## config.mk

```make
export PLATFORM = sky130hd
export DESIGN_NAME = search_table_cmd_queue
export DESIGN_NICKNAME = d
export VERILOG_FILES = /design/src/rtl/search_table_cmd_queue.sv
export SDC_FILE = /design/constraint.sdc
export NUM_CORES = 1
export LEC_CHECK = 0
export ABC_CLOCK_PERIOD_IN_PS = 9100
export BUFFER_PORTS_ARGS = -buffer_cell sky130_fd_sc_hd__buf_2
export CORE_ASPECT_RATIO = 1.2
export CORE_MARGIN = 5
export CORE_UTILIZATION = 45
export DETAILED_ROUTE_END_ITERATION = 6
export PLACE_DENSITY_LB_ADDON = 0.25
export SYNTH_ARGS = -nofsm -noshare
export SYNTH_HDL_FRONTEND = slang
export SYNTH_SLANG_ARGS = --single-unit
```

## constraint.sdc

```tcl
create_clock -name clk -period 9.1 [get_ports clk]
set_input_delay 1.82 -clock clk [delete_from_list [all_inputs] [get_ports clk]]
set_output_delay 1.82 -clock clk [all_outputs]
set_load 0.02 [all_outputs]
```

## src/rtl/search_table_cmd_queue.sv

```systemverilog
// search_table_cmd_queue
//
// Command sequencer placed in front of the binary search table. Lookup and
// maintenance commands are buffered in a circular FIFO, issued one at a time
// on the table's req/opReq strobes, given a fixed per-class latency, and
// answered with exactly one registered response each. The table never sees
// req and opReq in the same cycle.
//
// Handshakes: a transfer happens on a rising clock edge where valid and ready
// are both 1. The producer holds valid and its payload until that edge.
// Ready never depends on valid. cmd_ready is decoded from the registered
// occupancy only. rsp_valid and the rsp_* fields stay constant until
// rsp_ready is seen.
//
// Optional feature macro: SEARCH_CMDQ_STATS_EN adds the saturating
// statistics outputs stat_lookups, stat_hits and stat_errs.
//
// Ports
//   clk, reset             clock (rising edge); asynchronous active-low reset
//   cmd_valid / cmd_ready  command handshake
//   cmd_isOp               0 lookup, 1 maintenance op
//   cmd_opCode             00 add, 01 delete, 10 update, 11 clear
//   cmd_key, cmd_data      48-bit search key, 16-bit op payload
//   rsp_valid / rsp_ready  response handshake
//   rsp_isOp, rsp_found, rsp_err, rsp_result   response fields
//   tbl_req, tbl_opReq     one-cycle request strobes to the table
//   tbl_search, tbl_opSearch, tbl_opCode, tbl_opResult   table command fields
//   tbl_rdy, tbl_opRdy, tbl_found, tbl_opErr, tbl_result  table status/results
//   fifo_count             current FIFO occupancy
//   stat_*                 (SEARCH_CMDQ_STATS_EN only) saturating counters
//   fsm_state              sequencer state: 0 IDLE, 1 ISSUE, 2 WAIT, 3 RESP
module search_table_cmd_queue #(
    parameter int DEPTH      = 8,
    parameter int LOOKUP_LAT = 2,
    parameter int OP_LAT     = 3
) (
    input  logic                      clk,
    input  logic                      reset,
    input  logic                      cmd_valid,
    output logic                      cmd_ready,
    input  logic                      cmd_isOp,
    input  logic [1:0]                cmd_opCode,
    input  logic [47:0]               cmd_key,
    input  logic [15:0]               cmd_data,
    output logic                      rsp_valid,
    input  logic                      rsp_ready,
    output logic                      rsp_isOp,
    output logic                      rsp_found,
    output logic                      rsp_err,
    output logic [15:0]               rsp_result,
    output logic                      tbl_req,
    output logic                      tbl_opReq,
    output logic [47:0]               tbl_search,
    output logic [47:0]               tbl_opSearch,
    output logic [1:0]                tbl_opCode,
    output logic [15:0]               tbl_opResult,
    input  logic                      tbl_rdy,
    input  logic                      tbl_opRdy,
    input  logic                      tbl_found,
    input  logic                      tbl_opErr,
    input  logic [15:0]               tbl_result,
    output logic [$clog2(DEPTH):0]    fifo_count,
`ifdef SEARCH_CMDQ_STATS_EN
    output logic [15:0]               stat_lookups,
    output logic [15:0]               stat_hits,
    output logic [15:0]               stat_errs,
`endif
    output logic [1:0]                fsm_state
);

    localparam int PW     = (DEPTH > 1) ? $clog2(DEPTH) : 1;
    localparam int CW     = $clog2(DEPTH) + 1;
    localparam int MAXLAT = (LOOKUP_LAT > OP_LAT) ? LOOKUP_LAT : OP_LAT;
    localparam int WW     = (MAXLAT > 1) ? $clog2(MAXLAT) : 1;
    localparam int EW     = 67;

    typedef enum logic [1:0] {
        S_IDLE  = 2'd0,
        S_ISSUE = 2'd1,
        S_WAIT  = 2'd2,
        S_RESP  = 2'd3
    } state_t;

    state_t state, state_n;

    // FIFO storage and bookkeeping
    logic [EW-1:0] mem [DEPTH];
    logic [PW-1:0] wr_ptr, rd_ptr;
    logic [CW-1:0] count;
    logic          push, pop;

    // Issue register: the command currently owned by the sequencer
    logic          iss_isOp;
    logic [1:0]    iss_opCode;
    logic [47:0]   iss_key;
    logic [15:0]   iss_data;

    logic [WW-1:0] wcnt;
    logic          capture;

    assign cmd_ready  = (count != CW'(DEPTH));
    assign push       = cmd_valid & cmd_ready;
    // A pop is the IDLE->ISSUE edge and nothing else.
    assign pop        = (state == S_IDLE) && (count != '0) && !rsp_valid
                        && tbl_rdy && tbl_opRdy;
    assign capture    = (state == S_WAIT) && (wcnt == '0);
    assign fifo_count = count;
    assign fsm_state  = state;

    // Strobes decode straight from the state register so that an asserted
    // reset removes them without waiting for a clock edge.
    assign tbl_req      = (state == S_ISSUE) && !iss_isOp;
    assign tbl_opReq    = (state == S_ISSUE) && iss_isOp;
    assign rsp_valid    = (state == S_RESP);
    assign tbl_search   = iss_key;
    assign tbl_opSearch = iss_key;
    assign tbl_opCode   = iss_opCode;
    assign tbl_opResult = iss_data;

    // Entry storage carries no reset: only the pointers define validity.
    always_ff @(posedge clk) begin
        if (push) begin
            mem[wr_ptr] <= {cmd_isOp, cmd_opCode, cmd_key, cmd_data};
        end
    end

    always_ff @(posedge clk or negedge reset) begin
        if (!reset) begin
            wr_ptr <= '0;
            rd_ptr <= '0;
            count  <= '0;
        end else begin
            if (push) wr_ptr <= wr_ptr + 1'b1;
            if (pop)  rd_ptr <= rd_ptr + 1'b1;
            case ({push, pop})
                2'b10:   count <= count + 1'b1;
                2'b01:   count <= count - 1'b1;
                default: count <= count;
            endcase
        end
    end

    always_ff @(posedge clk or negedge reset) begin
        if (!reset) state <= S_IDLE;
        else        state <= state_n;
    end

    always_comb begin
        state_n = state;
        case (state)
            S_IDLE:  if (pop) state_n = S_ISSUE;
            S_ISSUE: state_n = S_WAIT;
            S_WAIT:  if (wcnt == '0) state_n = S_RESP;
            S_RESP:  if (rsp_ready) state_n = S_IDLE;
            default: state_n = S_IDLE;
        endcase
    end

    always_ff @(posedge clk or negedge reset) begin
        if (!reset) begin
            iss_isOp   <= 1'b0;
            iss_opCode <= 2'b00;
            iss_key    <= '0;
            iss_data   <= '0;
            wcnt       <= '0;
            rsp_isOp   <= 1'b0;
            rsp_found  <= 1'b0;
            rsp_err    <= 1'b0;
            rsp_result <= '0;
        end else begin
            if (pop) begin
                {iss_isOp, iss_opCode, iss_key, iss_data} <= mem[rd_ptr];
            end
            // WAIT lasts exactly LAT cycles: load LAT-1 and leave at zero.
            if (state == S_ISSUE) begin
                wcnt <= iss_isOp ? WW'(OP_LAT - 1) : WW'(LOOKUP_LAT - 1);
            end else if (state == S_WAIT && wcnt != '0) begin
                wcnt <= wcnt - 1'b1;
            end
            if (capture) begin
                rsp_isOp <= iss_isOp;
                if (iss_isOp) begin
                    rsp_found  <= 1'b0;
                    rsp_err    <= tbl_opErr;
                    rsp_result <= '0;
                end else begin
                    rsp_found  <= tbl_found;
                    rsp_err    <= 1'b0;
                    rsp_result <= tbl_found ? tbl_result : 16'h0000;
                end
            end
        end
    end

`ifdef SEARCH_CMDQ_STATS_EN
    always_ff @(posedge clk or negedge reset) begin
        if (!reset) begin
            stat_lookups <= '0;
            stat_hits    <= '0;
            stat_errs    <= '0;
        end else if (capture) begin
            if (!iss_isOp && stat_lookups != 16'hFFFF)
                stat_lookups <= stat_lookups + 1'b1;
            if (!iss_isOp && tbl_found && stat_hits != 16'hFFFF)
                stat_hits <= stat_hits + 1'b1;
            if (iss_isOp && tbl_opErr && stat_errs != 16'hFFFF)
                stat_errs <= stat_errs + 1'b1;
        end
    end
`endif

endmodule

```

# After elaboration in Yosys (flattened, before gate mapping)
# Memories as Yosys holds them, arrays and structs flattened. A register that Yosys moved wholly into a read port is not among the register bits.
# Cells that the tools add are included.
# totals
mem_bits_rw,536
romBits,0
word_cells,57
inputBits,91
latch_bits,0
ff_bits,33
out_inout_bits,143
memories,1
# memory_table
memory,words,width,rd,rd_clocked_by_memory_dff,write_ports,line,text
mem,8,67,1,1,1,87,logic [EW-1:0] mem [DEPTH];
# op_classes
n_reduce_logical,18
n_div,0
bitwise_logic,1
eq_ne,9
order_cmp,0
add_sub_neg,5
muxes,14
n_shift,0
mul,0
# op_table
operator,count
two-way mux 16 bit,2
two-way mux 2 bit,6
logical AND 1 bit,8
case mux 2 bit (4 select lines),1
case mux 4 bit (2 select lines),1
adder 3 x 1 -> 3 bit (second input constant),2
equality test 2 bit (second input constant),3
nonzero test 2 bit,3
adder 4 x 1 -> 4 bit (second input constant),1
equality test 2 x 1 -> 1 bit (second input constant),2
zero test 2 bit,2
two-way mux 1 bit,4
inequality test 2 bit (second input constant),2
inequality test 4 bit (second input constant),1
nonzero test 4 bit,1
subtractor 4 x 1 -> 4 bit (second input constant),1
zero test 1 bit,3
AND reduction 3 bit,1
inequality test 2 x 1 -> 1 bit (second input constant),1
subtractor 2 x 1 -> 2 bit (second input constant),1
bitwise AND 1 bit,1

# Depth between registers and ports, before layout
# logic_depth
ltp_word,7
mapped_depth,12
mapped_depth_nobuf,10

# Worst setup path after synthesis
# OpenSTA, ideal clock, no wires.
# synth_path
path_type,input to register
from,in cmd_valid
to,mem mem[0][0] (enable)
path_stages,2
n_path_buf,0
setup_time_ps,658
arrival_time_ps,8357
setup_slack_ps,85
required_time_ps,8442
path_cell_list,nand2_1 > nor4_1
# synth_via
elab_chain_len,3
# synth_lines
item,line,text
from (decl),39,"input logic cmd_valid,"
bitwise AND 1 bit,102,assign push = cmd_valid & cmd_ready;
two-way mux 1 bit,122,if (push) begin
two-way mux 1 bit (not written as such),123,"mem[wr_ptr] <= {cmd_isOp, cmd_opCode, cmd_key, cmd_data};"
to (decl),87,
# No other way between the ends.

# Worst setup path in the final report
# layout_path
from,in cmd_valid
to,mem mem[6][64] (enable)
# The elaborated chain is that of the path after synthesis.

==> impl_metrics.toml <==
[job]
maxCapViolCount = 0

[clocking]
cts_tree = "yes"
htreeDepth = 2
cts_resized = 0
clk_latency_ps = 630
numClockSinks = 636
cts_setup_buffers = 0
cts_root_buf = "clkbuf_16"
clkTransAtPathRegs_ps = 60
cts_buffers = 58
clock_path_buffers = 3
cts_hold_buf = 0

[timing]
finalClockSkew_ps = 19.1
finalCritPeriodShare_pct = 40.1
relSlewSlack_pct = 27.7
fmax_ghz = 0.274
setup_viol = 0
tightest_slew_ps = 1080
period_needed_ps = 3650
setup_tns_ps = 0
rsz0062_at_grt = "false"
slew_violations = 0
hold_viol_final = 0

[drt]
drt_iter0_drc = 785
num_vias = 11500
dr.pass1.iters = 5
routed_via_density = 5.36
antenna_left = 0
drc = 0
routedWlPerCell_um = 22.9
postRouteWirelength_mm = 49.2

[cells_and_area]
fin_nets = 1482
final_util_pct = 52.3
drive_gt1_share_pct = 35.1
areaGrowthSynthToFinish_pct = 15.4

[power_and_ir_drop]
power_density_mw_per_mm2 = 335
ir_drop_mv = 0.169
p_int_mw = 6.49
pwr-share-seq_pct = 44.2
switchingPower_mw = 2.90
p_clk_share_pct = 28.9
power_leakage_nw = 9.76
combinationalPowerShare_pct = 26.9
switching_share_pct = 30.9

[yosys]
async_flop_share_pct = 15.7
ys_types = 35
synth_fp_nets = 1272
synth-edff-count = 536
synth_warnings = 0
ys_ff_latch = 636
yosysMostFrequentCell = "edfxtp_1"
ys_seq_area_share_pct = 76.5
syn_area_mm2 = 0.0243
syn_inst = 1170
yosys_most_used_dff = "edfxtp_1"
synth.largest_area_cell = "edfxtp_1"
synth_top_area_share_pct = 66.2
synth.area.top_cells = "edfxtp_1, mux4_2, dfrtp_1"
synth.avg_cell_area_um2 = 20.8
synth_common_cells = "edfxtp_1, mux4_2, dfrtp_1, nor2_1, a21oi_1"

[global_route]
track_usage_pct = 16.7
grt_antenna_before_repair = 9
grt_first_pass_wirelength_mm = 75.8
overflow = 0
grt_max_degree = 82
grt_pass1_vias = 12200

[critical_path]
required_ps = 9350
crit_chain = "buf_2 > nand3_1 > nor2_4 > buf_4"
cp_slowest_cell = "nor2_4"
arrival_ps = 3890
critPathMaxFanout = 42
cp-start-kind = "primary input"
path_class = "in -> reg"
cp-end-kind = "register"
slowest_delay_ps = 850

[placed_design]
port_buffers = 233
hpwlAfterDp_mm = 26.7
place_congestion = 0.714

[floorplan]
io_pins = 234
start_util_pct = 45.3
coreArea_mm2 = 0.0536
rows = 93
die_w_um = 222
die_area_mm2 = 0.0588
die_h_um = 265

[outcome]
outcome = "finished clean"

[min_path]
hold_class = "reg -> reg"
stage by stage:
stage	power [mW]	setup slack (ps)	cells	cell area (um^2)	hold WS (ps)
after floorplan	6.14	85.5	1170	24300	510
after global placement	6.76	4790	2032	25900	460
after detailed placement	6.82	4760	2032	25900	468
after CTS	9.54	5410	2142	28000	484
after global routing	9.87	5290	2142	28000	497
final	9.39	5450	2143	28000	480
sequential cells by signal, summed over array words and instances, names as in the netlist, 2 cells and up:
name / flops
tbl_opResult: 16
fsm_state: 2
wr_ptr: 3
wcnt: 2
rd_ptr: 3
mem: 536
rsp_result: 16
tbl_opCode: 2
tbl_opSearch: 48
fifo_count: 4
cell type report:
cell class | count | area [um^2]
clock buffer | 69 | 1530
timing repair buffer | 254 | 1330
multi-input combinational | 425 | 5030
fill | 4190 | 25600
inverter | 5 | 18.8
tap | 712 | 891
clock inverter | 41 | 624
antenna | 1 | 2.50
sequential | 636 | 18600
metal layers:
metal | wire, um | GRT usage (%)
met1 | 20700 | 22.5
met5 | 81 | 0
met2 | 25000 | 28.5
met4 | 895 | 3.75
met3 | 2480 | 3.39
worst paths after layout:
path | from | cells after the start | endpoint | slack, ps
hold / removal | rsp_err | 2 | rsp_err | 480
hold reg to reg | rsp_err | 2 | rsp_err | 480
setup reg to reg | fifo_count[1] | 5 | mem[6][64] | 5960
min in group asynchronous | reset | 1 | tbl_opResult[13] | 1230
max in group asynchronous | reset | 2 | tbl_opSearch[33] | 6510
setup / recovery | cmd_valid | 4 | mem[6][64] | 5450
layout by cell type (no fill, tap or decap), drive strengths merged, types with 4 or more instances in the layout:
cell type and instances:
a21oi 69, a22o 16, buf 254, bufinv 15, clkbuf 69, clkinv 20, dfrtp 100, edfxtp 536
ha 11, inv 9, mux2 5, mux2i 67, mux4 134, nand2 8, nand2b 4, nand3 4
nor2 75, nor3 6, xnor2 6, xor2 4
power groups by stage:
| stage | clock network, mW | registers [mW] | logic, mW |
|---|---|---|---|
| after CTS | 2.77 | 4.17 | 2.60 |
| after global placement | 0 | 4.20 | 2.57 |
| after floorplan | 0 | 4.32 | 1.83 |
| after global routing | 2.89 | 4.22 | 2.76 |
| after detailed placement | 0 | 4.22 | 2.60 |
| final | 2.71 | 4.15 | 2.53 |
logic make-up (layout without fill, tap and decap cells):
logic type	after synthesis	in the layout	synth area share [%]
XOR/XNOR	10	10	0.360
buffers and inverters	109	369	2.97
AND/OR/NAND/NOR	106	106	1.96
flip-flops	636	636	76.5
multiplexers	206	206	15.4
other	0	1	0
adder cells (fa/ha/maj)	11	11	0.566
AO/OA/AOI/OAI	92	92	2.19
worst max-delay path, delay by kind of cell:
kind / cells / cell delay (ps)
buffers and inverters: 2 / 870
and+or+nand+nor: 2 / 1140
Note: power is estimated with default switching activity, not from simulation.
